`config.mk`:
```
export PLATFORM = sky130hd
export DESIGN_NAME = coincidence_counter
export DESIGN_NICKNAME = d
export VERILOG_FILES = /design/src/rtl/coinc_pkg.sv /design/src/rtl/coinc_gate_timer.sv /design/src/rtl/coincidence_counter.sv
export SDC_FILE = /design/constraint.sdc
export NUM_CORES = 1
export LEC_CHECK = 0
export BUFFER_PORTS_ARGS = -buffer_cell sky130_fd_sc_hd__buf_2
export CAP_MARGIN = 20
export CORE_MARGIN = 2
export CORE_UTILIZATION = 25
export CTS_CLUSTER_SIZE = 12
export DETAILED_ROUTE_END_ITERATION = 7
export PLACE_DENSITY = 0.48
export SYNTH_ARGS = -nofsm -noshare
export SYNTH_HDL_FRONTEND = slang
export SYNTH_SLANG_ARGS = --single-unit
```
`constraint.sdc`:
```
create_clock -name Clk -period 7.3 [get_ports Clk]
set_input_delay 0.73 -clock Clk [delete_from_list [all_inputs] [get_ports Clk]]
set_output_delay 0.73 -clock Clk [all_outputs]
set_load 0.01 [all_outputs]
```
`src/rtl/coinc_pkg.sv`:
```
// Shared types and default parameter values for the coincidence counter.
package coinc_pkg;

    localparam int NCHAN_DEF = 4;
    localparam int WBITS_DEF = 4;
    localparam int CBITS_DEF = 16;
    localparam int GBITS_DEF = 16;

    typedef enum logic {
        IDLE = 1'b0,
        OPEN = 1'b1
    } coinc_state_e;

endpackage

```
`src/rtl/coinc_gate_timer.sv`:
```
// Gate timer: counts enabled cycles and pulses GateClose on the GatePeriod-th one.
// GatePeriod of 0 wraps the compare and so yields a gate of 2^GBITS cycles.
module coinc_gate_timer
    import coinc_pkg::*;
#(
    parameter int GBITS = GBITS_DEF
) (
    input  logic             Clk,
    input  logic             Rst_n,
    input  logic             Enable,
    input  logic [GBITS-1:0] GatePeriod,
    output logic             GateClose
);

    logic [GBITS-1:0] cnt_q;
    logic [GBITS-1:0] cnt_d;

    // next count and close pulse
    always_comb begin
        cnt_d     = cnt_q;
        GateClose = 1'b0;
        if (Enable) begin
            if (cnt_q == (GatePeriod - GBITS'(1))) begin
                GateClose = 1'b1;
                cnt_d     = '0;
            end else begin
                cnt_d = cnt_q + GBITS'(1);
            end
        end else begin
            cnt_d = cnt_q;
        end
    end

    // count register
    always_ff @(posedge Clk) begin
        if (!Rst_n) begin
            cnt_q <= '0;
        end else begin
            cnt_q <= cnt_d;
        end
    end

endmodule

```
`src/rtl/coincidence_counter.sv`:
```
// Windowed coincidence detector with gated, saturating counter and ready/valid output.
// Optional per-channel singles counters are enabled with the COINC_SINGLES_EN macro.
module coincidence_counter
    import coinc_pkg::*;
#(
    parameter int NCHAN = NCHAN_DEF,
    parameter int WBITS = WBITS_DEF,
    parameter int CBITS = CBITS_DEF,
    parameter int GBITS = GBITS_DEF
) (
    input  logic             Clk,
    input  logic             Rst_n,
    input  logic [NCHAN-1:0] DlayChann,
    input  logic [NCHAN-1:0] Mask,
    input  logic [WBITS-1:0] Window,
    input  logic [GBITS-1:0] GatePeriod,
    input  logic             Enable,
    output logic [CBITS-1:0] CntData,
    output logic             CntValid,
    input  logic             CntReady,
    output logic             Overrun
`ifdef COINC_SINGLES_EN
    ,
    output logic [NCHAN-1:0][CBITS-1:0] Singles
`endif
);

    function automatic logic [CBITS-1:0] sat_inc(input logic [CBITS-1:0] v, input logic inc);
        if (inc && (v != {CBITS{1'b1}})) begin
            return v + CBITS'(1);
        end else begin
            return v;
        end
    endfunction

    logic [NCHAN-1:0] prev_q, prev_d;
    logic [NCHAN-1:0] hits_q, hits_d;
    logic [WBITS-1:0] win_q, win_d;
    coinc_state_e     state_q, state_d;
    logic [CBITS-1:0] acc_q, acc_d;
    logic [CBITS-1:0] data_q, data_d;
    logic             valid_q, valid_d;
    logic             ovr_q, ovr_d;

    logic [NCHAN-1:0] rise_s;
    logic [NCHAN-1:0] merged_s;
    logic             coinc_s;
    logic             gate_close_s;
    logic [CBITS-1:0] result_s;
    logic             take_s;

    coinc_gate_timer #(
        .GBITS(GBITS)
    ) u_gate_timer (
        .Clk       (Clk),
        .Rst_n     (Rst_n),
        .Enable    (Enable),
        .GatePeriod(GatePeriod),
        .GateClose (gate_close_s)
    );

    assign rise_s   = DlayChann & ~prev_q & Mask;
    assign merged_s = hits_q | rise_s;
    assign prev_d   = DlayChann;

    // window FSM: a coincidence is the first cycle all masked channels have risen
    always_comb begin
        state_d = state_q;
        hits_d  = hits_q;
        win_d   = win_q;
        coinc_s = 1'b0;
        if (!Enable) begin
            state_d = IDLE;
            hits_d  = '0;
            win_d   = '0;
        end else begin
            case (state_q)
                IDLE: begin
                    if (rise_s != '0) begin
                        hits_d = rise_s;
                        win_d  = Window;
                        if (rise_s == Mask) begin
                            coinc_s = 1'b1;
                        end else if (Window != '0) begin
                            state_d = OPEN;
                        end else begin
                            state_d = IDLE;
                        end
                    end else begin
                        state_d = IDLE;
                    end
                end
                OPEN: begin
                    hits_d = merged_s;
                    win_d  = win_q - WBITS'(1);
                    if (merged_s == Mask) begin
                        coinc_s = 1'b1;
                        hits_d  = '0;
                        state_d = IDLE;
                    end else if (win_q <= WBITS'(1)) begin
                        state_d = IDLE;
                    end else begin
                        state_d = OPEN;
                    end
                end
                default: begin
                    state_d = IDLE;
                    hits_d  = '0;
                    win_d   = '0;
                end
            endcase
        end
    end

    assign result_s = sat_inc(acc_q, coinc_s);
    // a closing gate's result is accepted only if the output slot is free or being read
    assign take_s   = !valid_q || CntReady;

    // accumulator and output handshake
    always_comb begin
        acc_d   = acc_q;
        data_d  = data_q;
        valid_d = valid_q;
        ovr_d   = ovr_q;
        if (gate_close_s) begin
            acc_d = '0;
            if (take_s) begin
                data_d  = result_s;
                valid_d = 1'b1;
            end else begin
                ovr_d = 1'b1;
            end
        end else begin
            acc_d = result_s;
            if (valid_q && CntReady) begin
                valid_d = 1'b0;
            end else begin
                valid_d = valid_q;
            end
        end
    end

    // state registers
    always_ff @(posedge Clk) begin
        if (!Rst_n) begin
            prev_q  <= '0;
            hits_q  <= '0;
            win_q   <= '0;
            state_q <= IDLE;
            acc_q   <= '0;
            data_q  <= '0;
            valid_q <= 1'b0;
            ovr_q   <= 1'b0;
        end else begin
            prev_q  <= prev_d;
            hits_q  <= hits_d;
            win_q   <= win_d;
            state_q <= state_d;
            acc_q   <= acc_d;
            data_q  <= data_d;
            valid_q <= valid_d;
            ovr_q   <= ovr_d;
        end
    end

    assign CntData  = data_q;
    assign CntValid = valid_q;
    assign Overrun  = ovr_q;

`ifdef COINC_SINGLES_EN
    logic [NCHAN-1:0][CBITS-1:0] sgl_acc_q, sgl_acc_d;
    logic [NCHAN-1:0][CBITS-1:0] sgl_data_q, sgl_data_d;
    logic [NCHAN-1:0][CBITS-1:0] sgl_res_s;

    // per-channel singles follow the same gate and handshake rules as CntData
    always_comb begin
        sgl_acc_d  = sgl_acc_q;
        sgl_data_d = sgl_data_q;
        sgl_res_s  = sgl_acc_q;
        for (int i = 0; i < NCHAN; i++) begin
            sgl_res_s[i] = sat_inc(sgl_acc_q[i], rise_s[i] & Enable);
            if (gate_close_s) begin
                sgl_acc_d[i] = '0;
                if (take_s) begin
                    sgl_data_d[i] = sgl_res_s[i];
                end else begin
                    sgl_data_d[i] = sgl_data_q[i];
                end
            end else begin
                sgl_acc_d[i] = sgl_res_s[i];
            end
        end
    end

    // singles registers
    always_ff @(posedge Clk) begin
        if (!Rst_n) begin
            sgl_acc_q  <= '0;
            sgl_data_q <= '0;
        end else begin
            sgl_acc_q  <= sgl_acc_d;
            sgl_data_q <= sgl_data_d;
        end
    end

    assign Singles = sgl_data_q;
`endif

endmodule

```
==> reports/metrics.yaml, run 1 <==
status: "finished, final reports clean"
fmax_mhz: 296
die-width_um: 122
clockBufferDepth: 2
avgSynthCellArea_um2: 8.39
io_pins: 50
ys_warn_count: 0
initial_core_util_pct: 25.3
layout_commonest_cell: "dfxtp_1"
grt_pass1_wl_um: 14600
ctsHoldBuffers: 0
dp.cells: 635
placed_area_um2: 3930
post-route-util_pct: 30.6
viasPerCell: 4.86
setup_viol: 0
rows: 43
whs_path_depth: 2
rr_worst_depth: 8
routed_wl_um: 8960
tns_ns: 0
min_period_ns: 3.38
dpl.hpwl_um: 6760
peakVddDrop_mv: 0.120
rsz0062_at_grt: "no"
final_cells: 649
drt_iter0_markers: 196
grt_max_degree: 24
power.total_uw: 835
final_area_um2: 4210
netlist_area_um2: 3490
powerDensity_nw_per_um2: 198
criticalPathCategory: "input pin to register"
cp-end-kind: "register"
fillers: 1499
first_global_vias: 2969
cts.sink_count: 63
relSlewSlack_pct: 50.6
crit_fanout: 23
p_leak_nw: 1.63
finClkSkew_ns: 0.00691
synth_cells: 416
htree_num_levels: 3
die_h_um: 122
die_area_um2: 14900
yosysSeqAreaShare_pct: 36.1
ys.flop_type: "dfxtp_1"
antenna_cells: 0
clock-root-buffer: "clkbuf_16"
grt_overflow: 0
hold_class: "register to register"
worst_pin_slew_ns: 0.740
synth-seq-cells: 63
crit_path_start_kind: "input pin"
syn2layout_area_growth_pct: 20.7
maxSlewViolCount: 0
finalHoldViolations: 0
syn_nets: 453
globalRouteTotalUtil_pct: 12.5
fin_nets: 503
crit_chain: "buf_2 > inv_1 > ha_1 > nor4b_2 > nand2_1 > or3_1 > a32oi_1 > nand4_1 > o21ai_2 > buf_4 > o21ba_2"
cpPeakStageDelay_ns: 0.43
layout_common_cells: "63 x dfxtp_1, 55 x nor2_1, 49 x buf_2"
maxCapViolations: 0
cts_buffers: 9
wl_per_cell_um: 13.8
vias: 3153
portBuffers: 49
period_share_pct: 46.4
synthArstFlopShare_pct: 0
slowest_stage: "or3_1"
drive_gt1_share_pct: 17.5
drc: 0
drt.antenna.violating_nets: 0
insertion_delay_ns: 0.33
crit_required_ns: 7.52
design.core.area_um2: 13800
synth_edf_count: 0
cts_resized: 0
cts_tree: "yes"
cp_data_arrival_time_ns: 3.60
clk_pin_slew_ns: 0.05
routabilityCongestion: 0.846
firstDrtPassIters: 4
ys_types: 60
antenna_found_initial: 0
postCtsSetupBuffers: 0
## logic make-up after synthesis
| kind of cell | after synthesis | synth area share [%] |
|---|---|---|
| simple gates | 195 | 29.9 |
| flops | 63 | 36.1 |
| buf+inv | 29 | 3.55 |
| mux | 12 | 3.58 |
| fa+ha+maj | 5 | 1.79 |
| xor+xnor | 40 | 10.0 |
| compound gates | 72 | 15.0 |
## critical path, delay by kind of cell
kind                     cells  cell delay, ns
AO/OA/AOI/OAI                3            0.91
adder cells (fa/ha/maj)      1            0.23
buffers and inverters        3            0.52
AND/OR/NAND/NOR              4            1.20
## registers in the layout, summed over array words and instances, names as in the netlist
register,flops
win_q,4
CntData,16
u_gate_timer.cnt_q,16
hits_q,4
prev_q,4
state_q,1
acc_q,16
Overrun,1
CntValid,1
## stage by stage
| step | hold slack (ns) | worst slack (ns) |
|---|---|---|
| floorplan | 0.446 | 4.18 |
| global placement | 0.448 | 3.69 |
| detailed placement | 0.445 | 3.59 |
| CTS | 0.457 | 3.93 |
| global route | 0.495 | 3.66 |
| finish | 0.455 | 3.92 |
## layer usage
metal / vias to the layer above / share of wire [%] / global-route usage, %
li1: 1581 / - / -
met1: 1496 / 49 / 16.6
met2: 65 / 45 / 19.3
met3: 11 / 5.0 / 3.70
met4: 0 / 1.2 / 4.09
met5: - / 0 / 0
## final timing paths
check / start / to / slack, ns
max reg2reg: prev_q[1] / CntData[10] / 4.47
max: GatePeriod[0] / acc_q[6] / 3.92
min reg2reg: Overrun / Overrun / 0.45
min: Overrun / Overrun / 0.45
## area by class of cell
type | instances | area (um^2) | share of cell area [%]
Inverter | 17 | 63.8 | 1.51
Sequential cell | 63 | 1260 | 29.9
Timing Repair Buffer | 51 | 260 | 6.18
Tap cell | 180 | 225 | 5.35
Clock buffer | 14 | 284 | 6.74
Multi-Input combinational cell | 324 | 2120 | 50.3
## report_power, final
part	switching (mW)	leakage, nW	internal (mW)
combinational	0.0448	0.982	0.0292
sequential	0.00542	0.510	0.349
clock	0.143	0.141	0.263
## cell usage after synthesis, types with 8 or more instances
library cell / n / share of area, %
xnor2_1: 17 / 4.3
nor2b_1: 15 / 2.7
nand3_1: 22 / 3.2
nand2b_1: 8 / 1.4
nand2_1: 31 / 3.3
dfxtp_1: 63 / 36
nor2_1: 55 / 5.9
nand4_1: 16 / 2.9
xor2_1: 23 / 5.8
a21oi_1: 15 / 2.2
inv_1: 17 / 1.8
mux2i_1: 8 / 2.3
No activity file was read; power rests on OpenSTA's default activity.
==> run 2, diff against run 1 <==
PLACE_DENSITY = 0.5   (was 0.48)
clock period = 2.82 ns   (was 7.3 ns; I/O delays follow)
==> run 2 against run 1 <==
Against the previous run: die area unchanged; via count decreased by 0.44%; final area rose by 4.4%; cell count increased by 3.1%; worst setup slack got worse by 3.6 ns; combinational power grew to 2.7 times the previous value; worst hold slack got worse by 0.26 ns; critical endpoint is now CntData[15].
==> reports/metrics.yaml, run 2 (same netlist as run 1, synthesis figures left out) <==
dp.cells: 653  # +2.8%
clk_pin_slew_ns: 0.05  # about the same
post-route-util_pct: 31.9  # +1.3 points
final_cells: 669  # +3.1%
crit_cells: 12  # +1
grt_pass1_wl_um: 14700  # +0.57%
crit_fanout: 15  # -35%
portBuffers: 49  # unchanged
cts_tree: "yes"
ctsHoldBuffers: 0  # unchanged
setup_viol: 0  # unchanged
htree_num_levels: 3  # unchanged
period_share_pct: 89.9
syn2layout_area_growth_pct: 25.9
crit_buf_inv: 3  # unchanged
vias: 3139  # -0.44%
routed_wl_um: 8880  # -0.91%
detailroute.wirelength.met2_um: 4040  # +1.1%
cts.sink_count: 63  # unchanged
antenna_found_initial: 0  # unchanged
crit_path_start_kind: "input pin"
met3_length_um: 332  # -26%
regToRegSetupSlack_ns: 0.30  # -4.17 ns
r2r-end: "CntData[15]"
io_pins: 50  # unchanged
antenna_cells: 0  # unchanged
powerDensity_nw_per_um2: 511  # +160%
maxUsedRoutingLayer: "met4"
cts_buffers: 9  # unchanged
maxCapViolations: 0  # unchanged
drt.antenna.violating_nets: 0  # unchanged
slowest_stage: "or3b_4"
clockBufferDepth: 2  # unchanged
drc: 0  # unchanged
drive_gt1_share_pct: 21.1  # +3.6 points
firstDrtPassIters: 4  # unchanged
peakVddDrop_mv: 0.288  # +140%
layout_commonest_cell: "dfxtp_1"
dpl.hpwl_um: 6810  # +0.76%
wl_per_cell_um: 13.3  # -3.9%
regToRegStartpoint: "u_gate_timer.cnt_q[12]"
fin_hold_ws_ns: 0.197  # -0.258 ns
status: "finished, final reports clean"
insertion_delay_ns: 0.32  # about the same
fmax_mhz: 394
die_h_um: 122  # unchanged
crit_chain: "buf_2 > inv_1 > ha_1 > or3b_4 > nor4_2 > o2111ai_1 > a2111oi_4 > o211ai_1 > nor4b_4 > buf_12 > mux2i_1 > nor2_1"
postCtsSetupBuffers: 0  # unchanged
hold_class: "input pin to register"
viasPerCell: 4.69  # -3.4%
final_area_um2: 4400  # +4.4%
rsz0062_at_grt: "no"
finClkSkew_ns: 0.00855  # +0.00164 ns
rr_worst_depth: 9  # +1
cp-endpoint: "CntData[15]"
maxSlewViolCount: 0  # unchanged
tns_ns: 0  # unchanged
initial_core_util_pct: 25.3  # unchanged
cp_data_arrival_time_ns: 2.72  # -0.88 ns
crit_family: "simple AND/OR/NAND/NOR gates"
clock-root-buffer: "clkbuf_16"
grt_overflow: 0  # unchanged
design.core.area_um2: 13800  # unchanged
finalHoldViolations: 0  # unchanged
cp-end-kind: "register"
die_area_um2: 14900  # unchanged
fin_nets: 521  # +3.6%
grt_max_degree: 19  # -21%
worst_pin_slew_ns: 0.501  # -0.240 ns
drt_iter0_markers: 148  # -24%
crit_required_ns: 3.01  # -4.51 ns
cpPeakStageDelay_ns: 0.40  # -0.03 ns
layout_common_cells: "63 x dfxtp_1, 55 x nor2_1, 49 x buf_2"
crit_start: "GatePeriod[0]"
p_leak_nw: 1.73  # +5.7%
relSlewSlack_pct: 66.6  # +16 points
rows: 43  # unchanged
m1WireLength_um: 4380  # -0.68%
placed_area_um2: 4090  # +4.1%
first_global_vias: 3003  # +1.1%
die-width_um: 122  # unchanged
routabilityCongestion: 0.809  # -4.4%
cts_resized: 0  # unchanged
min_period_ns: 2.54
criticalPathCategory: "input pin to register"
globalRouteTotalUtil_pct: 12.3  # -0.17 points
==> run 2: metal layers <==
| metal | vias up | global-route usage (%) |
|---|---|---|
| met4 | 0 | 3.59 |
| met2 | 52 | 19.3 |
| met3 | 9 | 2.90 |
| met1 | 1450 | 16.9 |
| met5 | - | 0 |
| li1 | 1628 | - |
==> run 2: final cells by class <==
type	count	area (um^2)
fillers	1487	9380
multi-input cells	324	2120
flip-flops and latches	63	1260
repair buffers	69	420
clock buffers	10	239
well taps	180	225
clock inverters	6	68.8
inverters	17	63.8
==> run 2: worst min path at each step <==
stage,start,end,slack (ns),cells after the start
final,DlayChann[0],prev_q[0],0.20,2
after global routing,DlayChann[3],prev_q[3],0.21,3
after CTS,DlayChann[0],prev_q[0],0.19,2
after detailed placement,Overrun,Overrun,0.45,2
after global placement,Overrun,Overrun,0.44,2
after floorplan,DlayChann[0],prev_q[0],0.40,1
==> run 2: report_power, final <==
| part | switching (mW) | internal [mW] |
|---|---|---|
| combinational | 0.117 | 0.0863 |
| clock | 0.416 | 0.711 |
| sequential | 0.0135 | 0.903 |
==> run 2: metrics by stage <==
stage / power [mW] / worst slack (ns)
floorplan: 1.05 / 0.147
global placement: 1.14 / -0.0239
detailed placement: 1.14 / -0.0866
CTS: 2.28 / 0.255
global route: 2.35 / 0.0828
finish: 2.25 / 0.284
